<file path="src/rtl/connect_four_ai_player_if.sv">
// Connect-four AI player bus.
// Groups the game-side signals consumed by the AI opponent and the
// cursor/drop signals it produces.
//   master : game side (drives mode/pacing/board, observes AI outputs)
//   slave  : AI player (observes game state, drives cursor/drop/status)
// Signals:
//   enable         AI mode select
//   game_enable    slow pacing level (rising edge = one game tick)
//   winner_enable  game over flag
//   current_player 01 = P1, 10 = P2
//   board          board[row][col], 00 empty / 01 P1 / 10 P2, row 5 bottom
//   cursor_col     AI cursor column
//   drop_req       one-cycle drop request
//   busy           AI is anywhere but idle
//   chosen_col     last decided target column
interface connect_four_ai_player_if;
  logic                    enable;
  logic                    game_enable;
  logic                    winner_enable;
  logic [1:0]              current_player;
  logic [5:0][7:0][1:0]    board;
  logic [2:0]              cursor_col;
  logic                    drop_req;
  logic                    busy;
  logic [2:0]              chosen_col;

  modport master (
    output enable, game_enable, winner_enable, current_player, board,
    input  cursor_col, drop_req, busy, chosen_col
  );

  modport slave (
    input  enable, game_enable, winner_enable, current_player, board,
    output cursor_col, drop_req, busy, chosen_col
  );
endinterface

</file>
<file path="src/rtl/connect_four_ai_player.sv">
// Connect-four computer opponent.
// On its turn it waits a few game ticks, scans all 8 columns (one per clock)
// for an immediate win or a needed block, picks a column (win > block >
// centre preference), walks its cursor there one column per game tick and
// issues a single-cycle drop request, then waits for the turn to pass.
// Ports:
//   clk      system clock
//   reset_n  asynchronous active-low reset
//   ai_bus   slave side of connect_four_ai_player_if (see interface file)
module connect_four_ai_player #(
  parameter logic [1:0]  AI_PLAYER   = 2'b10,
  parameter int unsigned THINK_TICKS = 4,
  parameter int unsigned ACK_TICKS   = 8
) (
  input  logic                      clk,
  input  logic                      reset_n,
  connect_four_ai_player_if.slave   ai_bus
);

  localparam logic [1:0] OPP_PLAYER = (AI_PLAYER == 2'b01) ? 2'b10 : 2'b01;
  localparam logic [3:0] THINK_LAST = 4'(THINK_TICKS - 1);
  localparam logic [3:0] ACK_LAST   = 4'(ACK_TICKS - 1);
  // Centre-first fallback order; element 0 is tried first.
  localparam logic [7:0][2:0] PREF_ORDER =
    {3'd7, 3'd0, 3'd6, 3'd1, 3'd5, 3'd2, 3'd4, 3'd3};

  typedef enum logic [2:0] {
    S_IDLE     = 3'd0,
    S_THINK    = 3'd1,
    S_SCAN     = 3'd2,
    S_CHOOSE   = 3'd3,
    S_MOVE     = 3'd4,
    S_DROP     = 3'd5,
    S_WAIT_ACK = 3'd6
  } state_t;

  state_t      r_state;
  logic        r_game_enable_q;
  logic        r_tick;
  logic [3:0]  r_tick_cnt;
  logic [2:0]  r_scan_col;
  logic [7:0]  r_legal_mask;
  logic        r_win_found;
  logic [2:0]  r_win_col;
  logic        r_blk_found;
  logic [2:0]  r_blk_col;
  logic [2:0]  r_cursor_col;
  logic [2:0]  r_chosen_col;
  logic        r_drop_req;
  logic        r_busy;

  logic [2:0]  w_land_row;
  logic        w_legal;
  logic        w_ai_win;
  logic        w_blk_win;
  logic        w_pref_valid;
  logic [2:0]  w_pref_col;
  logic [2:0]  w_target;

  // Contiguous p tokens from (r,c) stepping (dr,dc), at most 3, stopping at
  // the board edge or the first non-p cell.
  function automatic logic [1:0] run_len(
    input logic [5:0][7:0][1:0] b,
    input int r, input int c, input int dr, input int dc,
    input logic [1:0] p
  );
    logic [1:0] n;
    logic       go;
    int         rr;
    int         cc;
    n  = 2'd0;
    go = 1'b1;
    for (int k = 1; k <= 3; k++) begin
      rr = r + dr * k;
      cc = c + dc * k;
      if (go && rr >= 0 && rr <= 5 && cc >= 0 && cc <= 7 &&
          b[rr[2:0]][cc[2:0]] == p) begin
        n = n + 2'd1;
      end else begin
        go = 1'b0;
      end
    end
    return n;
  endfunction

  // A drop at (row,col) wins for p if any line through it reaches 4.
  function automatic logic wins_at(
    input logic [5:0][7:0][1:0] b,
    input logic [2:0] row, input logic [2:0] col,
    input logic [1:0] p
  );
    int         r;
    int         c;
    logic [2:0] s_h;
    logic [2:0] s_v;
    logic [2:0] s_d;
    logic [2:0] s_a;
    r   = int'(row);
    c   = int'(col);
    s_h = {1'b0, run_len(b, r, c, 0, 1, p)} + {1'b0, run_len(b, r, c, 0, -1, p)};
    s_v = {1'b0, run_len(b, r, c, 1, 0, p)} + {1'b0, run_len(b, r, c, -1, 0, p)};
    s_d = {1'b0, run_len(b, r, c, 1, 1, p)} + {1'b0, run_len(b, r, c, -1, -1, p)};
    s_a = {1'b0, run_len(b, r, c, 1, -1, p)} + {1'b0, run_len(b, r, c, -1, 1, p)};
    return (s_h >= 3'd3) || (s_v >= 3'd3) || (s_d >= 3'd3) || (s_a >= 3'd3);
  endfunction

  // Evaluate the column currently under scan against the live board.
  always_comb begin
    w_land_row = 3'd0;
    for (int r = 0; r < 6; r++) begin
      if (ai_bus.board[3'(r)][r_scan_col] == 2'b00) begin
        w_land_row = 3'(r);
      end else begin
        w_land_row = w_land_row;
      end
    end
    w_legal   = (ai_bus.board[3'd0][r_scan_col] == 2'b00);
    w_ai_win  = w_legal && wins_at(ai_bus.board, w_land_row, r_scan_col, AI_PLAYER);
    w_blk_win = w_legal && wins_at(ai_bus.board, w_land_row, r_scan_col, OPP_PLAYER);
  end

  // Pick the target column from the scan results.
  always_comb begin
    w_pref_valid = 1'b0;
    w_pref_col   = 3'd0;
    // Walk the order backwards so the earliest legal entry is written last.
    for (int i = 7; i >= 0; i--) begin
      if (r_legal_mask[PREF_ORDER[i]]) begin
        w_pref_valid = 1'b1;
        w_pref_col   = PREF_ORDER[i];
      end else begin
        w_pref_valid = w_pref_valid;
      end
    end
    if (r_win_found) begin
      w_target = r_win_col;
    end else if (r_blk_found) begin
      w_target = r_blk_col;
    end else begin
      w_target = w_pref_col;
    end
  end

  // Registered rising-edge detect of the pacing level.
  always_ff @(posedge clk or negedge reset_n) begin
    if (!reset_n) begin
      r_game_enable_q <= 1'b0;
      r_tick          <= 1'b0;
    end else begin
      r_game_enable_q <= ai_bus.game_enable;
      r_tick          <= ai_bus.game_enable & ~r_game_enable_q;
    end
  end

  // Turn sequencer: think, scan, choose, walk, drop, wait for the turn to pass.
  always_ff @(posedge clk or negedge reset_n) begin
    if (!reset_n) begin
      r_state      <= S_IDLE;
      r_tick_cnt   <= 4'd0;
      r_scan_col   <= 3'd0;
      r_legal_mask <= 8'd0;
      r_win_found  <= 1'b0;
      r_win_col    <= 3'd0;
      r_blk_found  <= 1'b0;
      r_blk_col    <= 3'd0;
      r_cursor_col <= 3'd0;
      r_chosen_col <= 3'd0;
      r_drop_req   <= 1'b0;
      r_busy       <= 1'b0;
    end else begin
      r_drop_req <= 1'b0;
      if ((r_state != S_IDLE) && (!ai_bus.enable || ai_bus.winner_enable)) begin
        // Mode change or game over wins over everything; cursor stays put.
        r_state <= S_IDLE;
        r_busy  <= 1'b0;
      end else begin
        case (r_state)
          S_IDLE: begin
            if (ai_bus.enable && !ai_bus.winner_enable &&
                ai_bus.current_player == AI_PLAYER) begin
              r_state    <= S_THINK;
              r_busy     <= 1'b1;
              r_tick_cnt <= 4'd0;
            end
          end
          S_THINK: begin
            if (r_tick) begin
              if (r_tick_cnt == THINK_LAST) begin
                r_state      <= S_SCAN;
                r_scan_col   <= 3'd0;
                r_legal_mask <= 8'd0;
                r_win_found  <= 1'b0;
                r_blk_found  <= 1'b0;
              end else begin
                r_tick_cnt <= r_tick_cnt + 4'd1;
              end
            end
          end
          S_SCAN: begin
            r_legal_mask[r_scan_col] <= w_legal;
            // Only the lowest-index hit of each kind is kept.
            if (w_ai_win && !r_win_found) begin
              r_win_found <= 1'b1;
              r_win_col   <= r_scan_col;
            end
            if (w_blk_win && !r_blk_found) begin
              r_blk_found <= 1'b1;
              r_blk_col   <= r_scan_col;
            end
            if (r_scan_col == 3'd7) begin
              r_state <= S_CHOOSE;
            end else begin
              r_scan_col <= r_scan_col + 3'd1;
            end
          end
          S_CHOOSE: begin
            if (!w_pref_valid) begin
              r_state <= S_IDLE;
              r_busy  <= 1'b0;
            end else begin
              r_chosen_col <= w_target;
              r_state      <= S_MOVE;
            end
          end
          S_MOVE: begin
            if (r_cursor_col == r_chosen_col) begin
              r_state    <= S_DROP;
              r_drop_req <= 1'b1;
            end else if (r_tick) begin
              if (r_cursor_col < r_chosen_col) begin
                r_cursor_col <= r_cursor_col + 3'd1;
              end else begin
                r_cursor_col <= r_cursor_col - 3'd1;
              end
            end
          end
          S_DROP: begin
            r_tick_cnt <= 4'd0;
            r_state    <= S_WAIT_ACK;
          end
          S_WAIT_ACK: begin
            if (ai_bus.current_player != AI_PLAYER) begin
              r_state <= S_IDLE;
              r_busy  <= 1'b0;
            end else if (r_tick) begin
              if (r_tick_cnt == ACK_LAST) begin
                // Turn never passed: rescan from scratch and retry.
                r_state    <= S_THINK;
                r_tick_cnt <= 4'd0;
              end else begin
                r_tick_cnt <= r_tick_cnt + 4'd1;
              end
            end
          end
          default: begin
            r_state <= S_IDLE;
            r_busy  <= 1'b0;
          end
        endcase
      end
    end
  end

  assign ai_bus.cursor_col = r_cursor_col;
  assign ai_bus.drop_req   = r_drop_req;
  assign ai_bus.busy       = r_busy;
  assign ai_bus.chosen_col = r_chosen_col;

endmodule

</file>
<file path="src/flat_wrapper.sv">
// flat-port wrapper written by rule: the top's interface ports become plain ports
module connect_four_ai_player_flat 
#(
  parameter logic [1:0]  AI_PLAYER   = 2'b10,
  parameter int unsigned THINK_TICKS = 4,
  parameter int unsigned ACK_TICKS   = 8
)
  (clk, reset_n, ai_bus_enable, ai_bus_game_enable, ai_bus_winner_enable, ai_bus_current_player, ai_bus_board, ai_bus_cursor_col, ai_bus_drop_req, ai_bus_busy, ai_bus_chosen_col);
  connect_four_ai_player_if ai_bus_i ();
  input  logic clk;
  input  logic reset_n;
  input wire logic [$bits(ai_bus_i.enable)-1:0] ai_bus_enable;
  input wire logic [$bits(ai_bus_i.game_enable)-1:0] ai_bus_game_enable;
  input wire logic [$bits(ai_bus_i.winner_enable)-1:0] ai_bus_winner_enable;
  input wire logic [$bits(ai_bus_i.current_player)-1:0] ai_bus_current_player;
  input wire logic [$bits(ai_bus_i.board)-1:0] ai_bus_board;
  output wire logic [$bits(ai_bus_i.cursor_col)-1:0] ai_bus_cursor_col;
  output wire logic [$bits(ai_bus_i.drop_req)-1:0] ai_bus_drop_req;
  output wire logic [$bits(ai_bus_i.busy)-1:0] ai_bus_busy;
  output wire logic [$bits(ai_bus_i.chosen_col)-1:0] ai_bus_chosen_col;
  assign ai_bus_i.enable = ai_bus_enable;
  assign ai_bus_i.game_enable = ai_bus_game_enable;
  assign ai_bus_i.winner_enable = ai_bus_winner_enable;
  assign ai_bus_i.current_player = ai_bus_current_player;
  assign ai_bus_i.board = ai_bus_board;
  assign ai_bus_cursor_col = ai_bus_i.cursor_col;
  assign ai_bus_drop_req = ai_bus_i.drop_req;
  assign ai_bus_busy = ai_bus_i.busy;
  assign ai_bus_chosen_col = ai_bus_i.chosen_col;
  connect_four_ai_player #(.AI_PLAYER(AI_PLAYER), .THINK_TICKS(THINK_TICKS), .ACK_TICKS(ACK_TICKS)) u_core (.clk(clk), .reset_n(reset_n), .ai_bus(ai_bus_i));
endmodule
</file>
<file path="config.mk">
export PLATFORM = sky130hd
export DESIGN_NAME = connect_four_ai_player_flat
export DESIGN_NICKNAME = d
export VERILOG_FILES = /design/src/rtl/connect_four_ai_player_if.sv /design/src/rtl/connect_four_ai_player.sv /design/src/flat_wrapper.sv
export SDC_FILE = /design/constraint.sdc
export NUM_CORES = 1
export LEC_CHECK = 0
export CAP_MARGIN = 25
export CORE_MARGIN = 1
export CORE_UTILIZATION = 25
export DETAILED_ROUTE_END_ITERATION = 6
export PLACE_DENSITY = 0.43
export SLEW_MARGIN = 25
export SYNTH_ARGS = -nofsm -noshare
export SYNTH_HDL_FRONTEND = slang
export SYNTH_SLANG_ARGS = --single-unit
</file>
<file path="constraint.sdc">
create_clock -name clk -period 15.4 [get_ports clk]
set_input_delay 3.08 -clock clk [delete_from_list [all_inputs] [get_ports clk]]
set_output_delay 3.08 -clock clk [all_outputs]
set_load 0.005 [all_outputs]
</file>
# After elaboration in Yosys (flattened, before gate mapping)
# Memories as Yosys holds them, arrays and structs flattened.
# Index checks and enable logic that the tools add are counted.
dict set report totals {
  n_memories 1
  romBits 16
  reg_bits 36
  out_inout_bits 8
  word_cells 657
}
# name depth width rd rd_clocked_by_memory_dff wr line_no
set mem_list {}
lappend mem_list {{(no name shown)} 8 2 1 0 0 connect_four_ai_player.sv:111} ;# if (ai_bus.board[3'(r)][r_scan_col] == 2'b00) begin
dict set report classes {
  order_cmp 52
  n_addsub 56
  bitwise 4
  muxes 216
  reduce_logical 235
  n_eq_ne 79
}
# operator n
set ops {}
lappend ops {{>= comparator 32 x 1 -> 1 bit (second input constant)} 12}
lappend ops {{less-or-equal comparator 32 x 4 -> 1 bit (second input constant)} 12}
lappend ops {{binary-select mux 16 bit (select 3 bit)} 7}
lappend ops {{logical AND 1 bit} 203}
lappend ops {{binary-select mux 2 bit (select 3 bit)} 28}
lappend ops {{two-way mux 2 bit} 61}
lappend ops {{two-way mux 16 bit} 7}
lappend ops {{two-way mux 3 bit} 27}
lappend ops {{two-way mux 1 bit} 69}
lappend ops {{less-than comparator 3 x 4 -> 1 bit (second input constant)} 14}
lappend ops {{equality test 2 bit (second input constant)} 25}
lappend ops {{equality test 2 x 1 -> 1 bit (second input constant)} 24}
lappend ops {{adder 1 x 1 -> 2 bit (second input constant)} 16}
lappend ops {{adder 2 x 1 -> 2 bit (second input constant)} 16}
lappend ops {{adder 2 x 2 -> 3 bit} 8}
lappend ops {{>= comparator 3 x 2 -> 1 bit (second input constant)} 8}
lappend ops {{two-way mux 4 bit} 6}
lappend ops {{one-hot mux 3 bit (7 select lines)} 1}
lappend ops {{inequality test 3 x 1 -> 1 bit (second input constant)} 6}
lappend ops {{adder 3 x 2 -> 4 bit (second input constant)} 4}
lappend ops {{two-way mux 8 bit} 2}
lappend ops {{one-hot mux 4 bit (4 select lines)} 1}
lappend ops {{one-hot mux 8 bit (2 select lines)} 1}
lappend ops {{AND reduction 5 bit} 3}
lappend ops {{other kinds (38)} 81}

# Depth between registers and ports, before layout
dict set report depth {
  depth_word 36
  ltp_mapped 36
  mapped_depth_nobuf 28
}

# Worst setup path after synthesis
# No wires, ideal clock.
dict set report synth_path {
  path_kind {input to register}
  from {input ai_bus_board[28]}
  to {register u_core.r_blk_col[0]}
  path_buffers 7
  t_arrival_ns 9.940
  setup_time_ns 0.125
  stages 31
  setup_slack_ns 5.335
  path_cell_list {o311ai_2 > o32ai_1 > nor3_1 > o211ai_2 > nand2_2 > inv_2 > buf_6 > buf_6 > buf_6 > ha_1 > clkbuf_1 > clkbuf_1 > clkbuf_1 > buf_1 > nor2_1 > a221oi_1 > a22o_1 > o22ai_1 > nor3_1 > nor3b_1 > and3_1 > ha_1 > xnor2_1 > ha_1 > inv_1 > fa_1 > o22ai_1 > a221oi_1 > a21oi_1 > nor3b_1 > mux2_2}
}
dict set report synth_via {
  elab_chain_len 35
}
# item line_no
set synth_rtl {}
lappend synth_rtl {{from (decl)} flat_wrapper.sv:16} ;# input wire logic [$bits(ai_bus_i.board)-1:0] ai_bus_board;
lappend synth_rtl {{branches (longest 31 deep; another with >= comparator 32 x 1 -> 1 bit)} --}
lappend synth_rtl {{logical OR 1 bit (*)} connect_four_ai_player.sv:104} ;# return (s_h >= 3'd3) || (s_v >= 3'd3) || (s_d >= 3'd3) || (s_a >= 3'd3);
lappend synth_rtl {{logical AND 1 bit (*)} connect_four_ai_player.sv:119} ;# w_blk_win = w_legal && wins_at(ai_bus.board, w_land_row, r_scan_col, OPP_PLAYER);
lappend synth_rtl {{logical AND 1 bit (*)} connect_four_ai_player.sv:206} ;# if (w_blk_win && !r_blk_found) begin
lappend synth_rtl {{AND reduction 3 bit (no source line) (*)} --}
lappend synth_rtl {{to (signal assigned)} connect_four_ai_player.sv:208} ;# r_blk_col <= r_scan_col;
lappend synth_rtl {{to (decl)} connect_four_ai_player.sv:46} ;# logic [2:0] r_blk_col;
# Mark *: on every way between the ends. The select of a mux whose other input is x is not followed.
# A chain may end at the register's enable or synchronous reset.

# Worst setup path in the final report
dict set report layout_path {
  from {input ai_bus_board[44]}
  to {register u_core.r_win_col[2]}
}
dict set report layout_via {
  elab_chain_len 34
}
# item line_no
set layout_rtl {}
lappend layout_rtl {{branches (longest 30 deep; another with >= comparator 32 x 1 -> 1 bit)} --}
lappend layout_rtl {{logical OR 1 bit (*)} connect_four_ai_player.sv:104}
lappend layout_rtl {{logical AND 1 bit (*)} connect_four_ai_player.sv:118} ;# w_ai_win = w_legal && wins_at(ai_bus.board, w_land_row, r_scan_col, AI_PLAYER);
lappend layout_rtl {{logical AND 1 bit (*)} connect_four_ai_player.sv:202} ;# if (w_ai_win && !r_win_found) begin
lappend layout_rtl {{AND reduction 3 bit (no source line) (*)} --}
lappend layout_rtl {{to (signal assigned)} connect_four_ai_player.sv:204} ;# r_win_col <= r_scan_col;
lappend layout_rtl {{to (decl)} connect_four_ai_player.sv:44} ;# logic [2:0] r_win_col;
# Marked as above.

==> results_dict.tcl <==
set metrics [dict create \
    yosysSeqAreaShare 0.0822 \
    syn_nets 1634 \
    hpwl_mm 48.0 \
    cts_buffers 5 \
    ys_ff_latch 36 \
    synth_simple_gate_area_frac 0.253 \
    rows 76 \
    cpPeakStageDelay_ps 1050 \
    synth_edf_count 0 \
    wl_mm 61.4 \
    cp.buffers_inverters 5 \
    worstSetupEndpointType "flip-flop" \
    worst_slew_pin_slew_ps 1130 \
    synthMuxAreaShare 0.202 \
    setup_viol 0 \
    clk_path_buf_depth 2 \
    finalHoldViolations 0 \
    syn_avg_cell_area_sq_um 7.47 \
    grt_pass1_wl_mm 88.7 \
    hold_depth 1 \
    reg2regPathDepth 29 \
    clk_latency_ps 280 \
    drv_slew 0 \
    path_depth 29 \
    slew-limit-headroom 0.233 \
    die_w_um 211 \
    die_h_um 211 \
    synth-compound-area-share 0.303 \
    min_period_over_period 0.819 \
    skew_ps 5.93 \
    io_pins 111 \
    core_area_sq_mm 0.0432 \
    area_growth_pct 15.3 \
    synth_area_leaders "mux2i_1 9.7%, dfrtp_1 8.2%, ha_1 6.3%, mux4_2 6.0%, nand2_1 5.1%" \
    worst-path-max-fanout 50 \
    cap_violations 0 \
    min-delay-path-class "flip-flop to flip-flop" \
    rsz0062_at_grt "no" \
    yosysUniqueCellTypes 99 \
    slowest_stage "nor2_1" \
    ys_warn_count 0 \
    cp-start-kind "input pin" \
    first_pass_iters 6 \
    finalNetCount 1656 \
    vias 13100 \
    antenna_left 0 \
    synth_cells 1467 \
    postCtsSetupRepairBufs 0 \
    grt_max_degree 74 \
    netlist_top_cells_count "148 x nand2_1, 131 x nor2_1, 106 x mux2i_1" \
    status "completed" \
    hold_buffers 0 \
    grt_pass1_vias 12400 \
    yosysTopAreaCell "mux2i_1" \
    synth-adder-area-share 0.0792 \
    antenna_found_initial 2 \
    h-tree-depth 2 \
    wire_per_inst_um 29.6 \
    crit_type "input pin to flip-flop" \
    start_util 0.254 \
    grt_use_total 0.271 \
    async_flop_share 1.00 \
    place.gp.congestion 1.05 \
    grt_overflow 0 \
    cts_tree "done" \
    drt_iter0_drc 1786 \
    synth_area_sq_mm 0.0110 \
    die-area_sq_mm 0.0447 \
    synth_xor_area_frac 0.0160 \
    drive_gt1_frac 0.106 \
    min_period_ps 12610 \
    cts_resized 0 \
    cts.sinks 36 \
    fmax_mhz 79.3 \
    crit_family "simple AND/OR/NAND/NOR gates" \
    vias_per_cell 6.32 \
    arrival_ps 12770 \
    synth_top_area_share 0.0968 \
    drc_errors 0 \
    worstPathRequired_ps 15570 \
    synth_top_family_by_area "compound AO/OA/AOI/OAI gates" \
    yosysMostFrequentCell "nand2_1" \
    cts_root_buffer "clkbuf_16" \
    clk_pin_slew_ps 50 \
    portBuffers 110 \
    finalSetupTns_ps 0 \
    synthFlopType "dfrtp_1" \
]
## metal layers
layer  share of wire  up-vias  wire (um)  track usage
li1                -     5712          -            -
met1            0.42     6524      25700        0.354
met2            0.44      740      27300        0.429
met3           0.092      149       5660       0.0632
met4           0.045        0       2790        0.104
met5               0        -          0            0
## final cells by class
class	instances	area, sq um
Fill cell	4803	30500
Multi-Input combinational cell	1268	9400
Timing Repair Buffer	138	1310
Sequential cell	36	905
Tap cell	585	732
Inverter	40	150
Clock buffer	7	143
Clock inverter	1	7.51
Antenna cell	1	2.50
## state kept, by name (all words and copies together) (netlist names)
name                      cells
u_core.ai_bus.busy            1
u_core.ai_bus.chosen_col      3
u_core.ai_bus.cursor_col      3
u_core.ai_bus.drop_req        1
u_core.r_blk_col              3
u_core.r_blk_found            1
u_core.r_game_enable_q        1
u_core.r_legal_mask           8
u_core.r_scan_col             3
u_core.r_state                3
u_core.r_tick                 1
u_core.r_tick_cnt             4
u_core.r_win_col              3
u_core.r_win_found            1
## worst paths after layout
path / from / end / slack, ps
max in group asynchronous: reset_n / u_core.r_scan_col[0]$_DFFE_PN0P_ / 11890
min reg2reg: u_core.r_game_enable_q$_DFF_PN0_ / u_core.r_tick$_DFF_PN0_ / 400
min: u_core.r_game_enable_q$_DFF_PN0_ / u_core.r_tick$_DFF_PN0_ / 400
max reg2reg: u_core.r_scan_col[1]$_DFFE_PN0P_ / u_core.r_win_col[2]$_DFFE_PN0P_ / 4570
min in group asynchronous: reset_n / u_core.r_legal_mask[4]$_DFFE_PN0P_ / 2890
max: ai_bus_board[44] / u_core.r_win_col[2]$_DFFE_PN0P_ / 2790
## cell usage in the layout, fill, tap and decap left out, types with 28 or more instances in the layout
cell type	n
nand2_1	147
o22ai_1	35
buf_4	28
mux2_2	43
o21ai_0	61
clkdlybuf4s50_1	109
dfrtp_1	35
inv_1	34
nor3_1	68
nor2_1	130
a21oi_1	77
nand3_1	52
mux2i_1	106
ha_1	53
mux4_2	29
## per-stage QoR
stage          hold slack (ps)  area [sq um]  std cells   util  setup slack (ps)
5_1_grt                    414         12600       2075  0.293              2510
6_report                   398         12600       2076  0.293              2790
4_1_cts                    400         12600       2075  0.293              3180
2_1_floorplan              378         11000       1467      -              5340
3_3_place_gp               398         12500       2067  0.289              3010
3_5_place_dp               389         12500       2067  0.289              2880
## cells by family after synthesis
logic type / count (synthesis)
adders and majority gates: 64
DFF: 36
AOI/OAI and AO/OA: 445
muxes: 179
and+or+nand+nor: 560
buffers and inverters: 163
xor gates and xnor gates: 20
Power is left out: the tool's default activity adds up to more than one toggle a clock period on the data nets, which glitch-free logic cannot reach.
